==> src/rtl/branch_resolve_unit.sv <==
// Two-stage branch/jump resolution unit: E1 captures operands, E2 registers the resolved result.
// Define BRU_STATS_EN to add the branch and mispredict handshake counters.
module branch_resolve_unit #(
  parameter int ADDR_WIDTH    = 32,
  parameter int DATA_WIDTH    = 32,
  parameter int IMM_WIDTH     = 13,
  parameter int ROB_IDX_WIDTH = 5,
  parameter int PREG_WIDTH    = 6
) (
  input  logic                     clk,
  input  logic                     rst_n,
  input  logic                     in_valid,
  output logic                     in_ready,
  input  logic [ADDR_WIDTH-1:0]    in_pc,
  input  logic [DATA_WIDTH-1:0]    in_rs1,
  input  logic [DATA_WIDTH-1:0]    in_rs2,
  input  logic [IMM_WIDTH-1:0]     in_imm,
  input  logic [6:0]               in_opcode,
  input  logic [2:0]               in_funct3,
  input  logic                     in_pred_taken,
  input  logic [ADDR_WIDTH-1:0]    in_pred_target,
  input  logic [ROB_IDX_WIDTH-1:0] in_rob_idx,
  input  logic [PREG_WIDTH-1:0]    in_prd,
  output logic                     out_valid,
  input  logic                     out_ready,
  output logic [ROB_IDX_WIDTH-1:0] out_rob_idx,
  output logic [PREG_WIDTH-1:0]    out_prd,
  output logic                     out_link_we,
  output logic [DATA_WIDTH-1:0]    out_link_data,
  output logic                     out_taken,
  output logic                     out_mispredict,
  output logic                     redirect_valid,
  output logic [ADDR_WIDTH-1:0]    redirect_pc,
  input  logic                     flush
`ifdef BRU_STATS_EN
  ,
  output logic [31:0]              stat_branches,
  output logic [31:0]              stat_mispredicts
`endif
);

  localparam logic [6:0] OP_BRANCH = 7'b1100011;
  localparam logic [6:0] OP_JAL    = 7'b1101111;
  localparam logic [6:0] OP_JALR   = 7'b1100111;

  logic                     e1_valid;
  logic [ADDR_WIDTH-1:0]    e1_pc;
  logic [DATA_WIDTH-1:0]    e1_rs1;
  logic [DATA_WIDTH-1:0]    e1_rs2;
  logic [ADDR_WIDTH-1:0]    e1_imm;
  logic [6:0]               e1_opcode;
  logic [2:0]               e1_funct3;
  logic                     e1_pred_taken;
  logic [ADDR_WIDTH-1:0]    e1_pred_target;
  logic [ROB_IDX_WIDTH-1:0] e1_rob_idx;
  logic [PREG_WIDTH-1:0]    e1_prd;

  logic [ADDR_WIDTH-1:0]    e2_cpc;

  logic                     is_br;
  logic                     is_jal;
  logic                     is_jalr;
  logic                     cond;
  logic                     taken;
  logic                     mispredict;
  logic [ADDR_WIDTH-1:0]    pc_plus4;
  logic [ADDR_WIDTH-1:0]    jalr_sum;
  logic [ADDR_WIDTH-1:0]    target;
  logic [ADDR_WIDTH-1:0]    cpc;
  logic                     handshake;
  logic                     e2_adv;

  assign handshake = out_valid && out_ready;
  assign e2_adv    = !out_valid || out_ready;
  assign in_ready  = !flush && (!e1_valid || e2_adv);

  always_comb begin
    is_br      = (e1_opcode == OP_BRANCH);
    is_jal     = (e1_opcode == OP_JAL);
    is_jalr    = (e1_opcode == OP_JALR);
    cond       = 1'b0;
    case (e1_funct3)
      3'b000:  cond = (e1_rs1 == e1_rs2);
      3'b001:  cond = (e1_rs1 != e1_rs2);
      3'b100:  cond = ($signed(e1_rs1) <  $signed(e1_rs2));
      3'b101:  cond = ($signed(e1_rs1) >= $signed(e1_rs2));
      3'b110:  cond = (e1_rs1 <  e1_rs2);
      3'b111:  cond = (e1_rs1 >= e1_rs2);
      default: cond = 1'b0;
    endcase
    pc_plus4   = e1_pc + ADDR_WIDTH'(4);
    jalr_sum   = ADDR_WIDTH'(e1_rs1) + e1_imm;
    target     = is_jalr ? {jalr_sum[ADDR_WIDTH-1:1], 1'b0} : (e1_pc + e1_imm);
    taken      = is_br ? cond : (is_jal || is_jalr);
    // Unrecognised opcodes never mispredict, whatever the front end guessed.
    mispredict = (is_br || is_jal || is_jalr) &&
                 ((taken != e1_pred_taken) || (taken && (target != e1_pred_target)));
    cpc        = taken ? target : pc_plus4;
  end

  always_ff @(posedge clk or negedge rst_n) begin
    if (!rst_n) begin
      e1_valid       <= 1'b0;
      e1_pc          <= '0;
      e1_rs1         <= '0;
      e1_rs2         <= '0;
      e1_imm         <= '0;
      e1_opcode      <= '0;
      e1_funct3      <= '0;
      e1_pred_taken  <= 1'b0;
      e1_pred_target <= '0;
      e1_rob_idx     <= '0;
      e1_prd         <= '0;
    end else if (flush) begin
      e1_valid <= 1'b0;
    end else if (in_ready) begin
      e1_valid <= in_valid;
      if (in_valid) begin
        e1_pc          <= in_pc;
        e1_rs1         <= in_rs1;
        e1_rs2         <= in_rs2;
        e1_imm         <= {{(ADDR_WIDTH-IMM_WIDTH){in_imm[IMM_WIDTH-1]}}, in_imm};
        e1_opcode      <= in_opcode;
        e1_funct3      <= in_funct3;
        e1_pred_taken  <= in_pred_taken;
        e1_pred_target <= in_pred_target;
        e1_rob_idx     <= in_rob_idx;
        e1_prd         <= in_prd;
      end
    end
  end

  // E2 only reloads when empty or draining, so a stalled result stays put.
  always_ff @(posedge clk or negedge rst_n) begin
    if (!rst_n) begin
      out_valid      <= 1'b0;
      out_rob_idx    <= '0;
      out_prd        <= '0;
      out_link_we    <= 1'b0;
      out_link_data  <= '0;
      out_taken      <= 1'b0;
      out_mispredict <= 1'b0;
      e2_cpc         <= '0;
      redirect_valid <= 1'b0;
      redirect_pc    <= '0;
    end else if (flush) begin
      out_valid      <= 1'b0;
      redirect_valid <= 1'b0;
    end else begin
      redirect_valid <= handshake && out_mispredict;
      if (handshake && out_mispredict)
        redirect_pc <= e2_cpc;
      if (e2_adv) begin
        out_valid <= e1_valid;
        if (e1_valid) begin
          out_rob_idx    <= e1_rob_idx;
          out_prd        <= e1_prd;
          out_link_we    <= is_jal || is_jalr;
          out_link_data  <= DATA_WIDTH'(pc_plus4);
          out_taken      <= taken;
          out_mispredict <= mispredict;
          e2_cpc         <= cpc;
        end
      end
    end
  end

`ifdef BRU_STATS_EN
  always_ff @(posedge clk or negedge rst_n) begin
    if (!rst_n) begin
      stat_branches    <= '0;
      stat_mispredicts <= '0;
    end else if (handshake && !flush) begin
      stat_branches <= stat_branches + 32'd1;
      if (out_mispredict)
        stat_mispredicts <= stat_mispredicts + 32'd1;
    end
  end
`endif

endmodule

==> config.mk <==
export PLATFORM = sky130hd
export DESIGN_NAME = branch_resolve_unit
export DESIGN_NICKNAME = d
export VERILOG_FILES = /design/src/rtl/branch_resolve_unit.sv
export SDC_FILE = /design/constraint.sdc
export NUM_CORES = 1
export LEC_CHECK = 0
export CAP_MARGIN = 25
export CORE_ASPECT_RATIO = 0.7
export CORE_MARGIN = 2
export CORE_UTILIZATION = 51
export DETAILED_ROUTE_END_ITERATION = 10
export PLACE_DENSITY = 0.87
export SLEW_MARGIN = 20
export SYNTH_ARGS = -nofsm -noshare
export SYNTH_HDL_FRONTEND = slang
export SYNTH_SLANG_ARGS = --single-unit
==> constraint.sdc <==
create_clock -name clk -period 4.9 [get_ports clk]
set_clock_uncertainty 0.05 [all_clocks]
set_input_delay 0.735 -clock clk [delete_from_list [all_inputs] [get_ports clk]]
set_output_delay 0.735 -clock clk [all_outputs]
set_load 0.005 [all_outputs]
==> results.md <==
- Post-synth EDFFs: 0
- Layout Nets: 2,211
- Max Cap Violations: 0
- Synth Area in Adders: 0.0726
- H-tree depth: 1
- CP Data Arrival Time: 4.78 ns
- Mean Syn Cell Area: 9.66 um2
- Gpl congestion: 0.932
- Synth Instances: 1,734
- Via density: 5.89
- CP required: 5.29 ns
- TritonCTS clock tree: yes
- Port bufs: 248
- Initial cell density of the core: 0.518
- Latest clock arrival within the worst-skew pair: 0.58 ns
- Via count: 14,101
- Wirelength, routed: 49,200 um
- Post-Synth Simple-Gate Area: 0.153
- #FFs+latches synth: 276
- Slew margin rel.: 0.383
- Minimum clock period: 4.39 ns
- Mapped Area: 16,700 um2
- Cell Pwr Density: 416 nW/um2
- Router iterations before antenna repair: 6
- Grt total ovfl: 0
- Share of the synthesized area in the top cell type: 0.412
- Largest net degree at the start of global routing: 108
- CP endpoint kind: flop
- Yosys cell types: 89
- DIE WIDTH: 221 um
- Synth async-reset ratio: 1.00
- Worst VDD drop: 0.332 mV
- Run status: complete, no violations
- Yosys top cell by area: dfrtp_1
- Fin crit share: 0.897
- Final Slew Violations: 0
- Placement Cell Area: 19,600 um2
- Clock buffer depth: 3
- Hold Path Class: in2async
- Pleak: 9.11 nW
- GR Util All Layers: 0.287
- Final instance area: 20,600 um2
- Final HPWL DP: 36,700 um
- Top area cells in the synthesized netlist: dfrtp_1, mux2_2, ha_1, nand2_1, o21ai_0
- Row count: 55
- Largest family of logic cells by synthesized area: simple AND/OR/NAND/NOR gates
- Initial antenna violation count: 0
- Area grow syn2layout: 22.9%
- Fmax: 228 MHz
- Worst Path Max Fanout: 21
- Wire length of the first global-routing pass: 77,000 um
- Synth Flop Type: dfrtp_1
- Complex-gate fraction of the synthesized area: 0.142
- Routed Antenna Nets: 0
- Syn_nets: 1,998
- Setup TNS: 0 ns
- Drt wl/cell: 20.5 um
- Post-CTS Setup Bufs: 0
- Sequential-to-total area share from yosys stat: 0.412
- RSZ-0062 raised after global routing: false
- Mux cell area share after synthesis: 0.123
- CP startpoint kind: flop
- Yosys warning count: 0
- CTS Sinks: 276
- Layout cell share with drive strength beyond 1: 0.134
- Drt initial violations: 1,370
- Vias in the first global route: 14,007
- IO Count: 249
- CTS Buf Count: 28
- Worst slew pin tran: 0.925 ns
- Die ar.: 34,300 um2
- Fin. Hold Viols: 0
- Core area: 32,300 um2
- Crit path kind: reg2reg
- Clock Tree Root: clkbuf_16
- Die Height: 156 um
- Clock transition at path regs: 0.07 ns
- # diodes: 0
- Post-Synth XOR/XNOR Area: 0.0627
- DRC viols: 0
- Setup violations, final: 0
worst max-delay path, cell delays in order, from the launching register on:
cell	delay [ns]
dfrtp_2	0.67
ha_1	0.43
a21oi_1	0.18
o21ai_0	0.10
a21oi_1	0.27
o211ai_1	0.28
a211oi_2	0.50
nor3_1	0.10
a311oi_1	0.71
o32ai_1	0.14
nor4_1	0.34
nand4_1	0.17
nor4_2	0.23
a21oi_1	0.09
cells by family (layout without fill, tap and decap cells):
kind of cell	after synthesis	after routing
XOR/XNOR	107	107
AND/OR/NAND/NOR	565	565
multiplexers	185	185
AO/OA/AOI/OAI	360	360
adder cells (fa/ha/maj)	96	96
flip-flops	276	276
buffers and inverters	145	379
power breakdown:
part	switching, W	internal, W	leakage [nW]
sequential	0.000357	0.00264	3.38
clock	0.000955	0.00128	0.459
combinational	0.00181	0.00152	5.27
total	0.00313	0.00544	9.11
cells in the mapped netlist, types with 5 or more instances:
| cell type | number |
|---|---|
| ha_1 | 94 |
| mux2i_1 | 15 |
| and3_1 | 16 |
| nand4_1 | 29 |
| o21a_1 | 7 |
| nor4_1 | 10 |
| a221oi_1 | 6 |
| nor3_1 | 21 |
| o2111ai_1 | 7 |
| or3_1 | 10 |
| xor2_1 | 45 |
| a21oi_1 | 80 |
| o21bai_1 | 6 |
| a31oi_1 | 14 |
| xnor3_1 | 6 |
| nand2_1 | 301 |
| o211ai_1 | 29 |
| xnor2_1 | 54 |
| and2_1 | 12 |
| mux2_2 | 170 |
| nand2b_1 | 6 |
| nor2b_1 | 7 |
| inv_1 | 58 |
| a211o_1 | 6 |
| nor2_1 | 78 |
| a211oi_1 | 15 |
| dfrtp_1 | 276 |
| o22ai_1 | 5 |
| o21ai_0 | 96 |
| a21o_1 | 27 |
| buf_2 | 13 |
| nand3_1 | 46 |
| clkbuf_1 | 68 |
per-stage QoR:
step / setup WS [ns] / utilization / total power, W / hold slack (ns) / instances
after floorplan: 0.952 / - / 0.00515 / 0.383 / 1734
after global placement: 0.478 / 0.607 / 0.00620 / 0.392 / 2343
after detailed placement: 0.373 / 0.607 / 0.00629 / 0.411 / 2343
after CTS: 0.360 / 0.636 / 0.00855 / 0.215 / 2394
after global routing: 0.287 / 0.636 / 0.00904 / 0.241 / 2395
final: 0.507 / 0.636 / 0.00857 / 0.175 / 2395
registers in the layout, summed over array words and instances (netlist names), 3 cells and up:
name and flops:
e1_pc 32, e1_opcode 7, e1_rs2 32, out_link_data 32, e1_prd 6, e1_rs1 32
out_prd 6, e1_pred_target 32, e2_cpc 32, redirect_pc 32, e1_imm 13, e1_funct3 3
out_rob_idx 5, e1_rob_idx 5
area by class of cell:
| type | count | area, um2 |
|---|---|---|
| fill | 2590 | 11800 |
| multi-input combinational | 1313 | 9300 |
| sequential | 276 | 6910 |
| timing repair buffer | 268 | 2670 |
| clock buffer | 44 | 841 |
| tap | 427 | 534 |
| inverter | 60 | 225 |
| clock inverter | 7 | 103 |
cells in the final DEF (no fill, tap or decap), types with 16 or more instances in the layout:
cell type,synthesis,final
o21ai_0,96,96
dfrtp_1,276,275
clkbuf_16,0,28
clkdlybuf4s50_1,0,247
mux2_2,170,170
nand4_1,29,29
nand2_1,301,300
and3_1,16,16
ha_1,94,94
nor3_1,21,20
a21oi_1,80,80
xor2_1,45,45
nor2_1,78,77
a21o_1,27,27
xnor2_1,54,54
buf_4,1,17
inv_1,58,58
o211ai_1,29,29
nand3_1,46,46
path summary, 6_finish.rpt:
| kind | from | endpoint | slack, ns | depth (start not counted) |
|---|---|---|---|---|
| max | e1_imm[12] | out_mispredict | 0.51 | 13 |
| min | rst_n | e1_pred_target[27] | 0.17 | 1 |
| max reg2reg | e1_imm[12] | out_mispredict | 0.51 | 13 |
| min reg2reg | e1_prd[1] | out_prd[1] | 0.40 | 2 |
| max in group asynchronous | rst_n | e1_valid | 3.56 | 2 |
| min in group clk | e1_prd[1] | out_prd[1] | 0.40 | 2 |
layer usage:
layer / vias to the layer above / share of wire / GRT usage
li1: 6606 / - / -
met1: 6912 / 0.44 / 0.400
met2: 510 / 0.47 / 0.468
met3: 73 / 0.073 / 0.0556
met4: 0 / 0.022 / 0.0597
met5: - / 0 / 0
what timing repair did:
| action | 4_1_cts | 5_1_grt |
|---|---|---|
| setup endpoints to repair | 0 | 1 |
| resized for setup | 0 | 1 |
| hold buffers | 0 | 0 |
No activity file was read; power rests on OpenSTA's default activity.
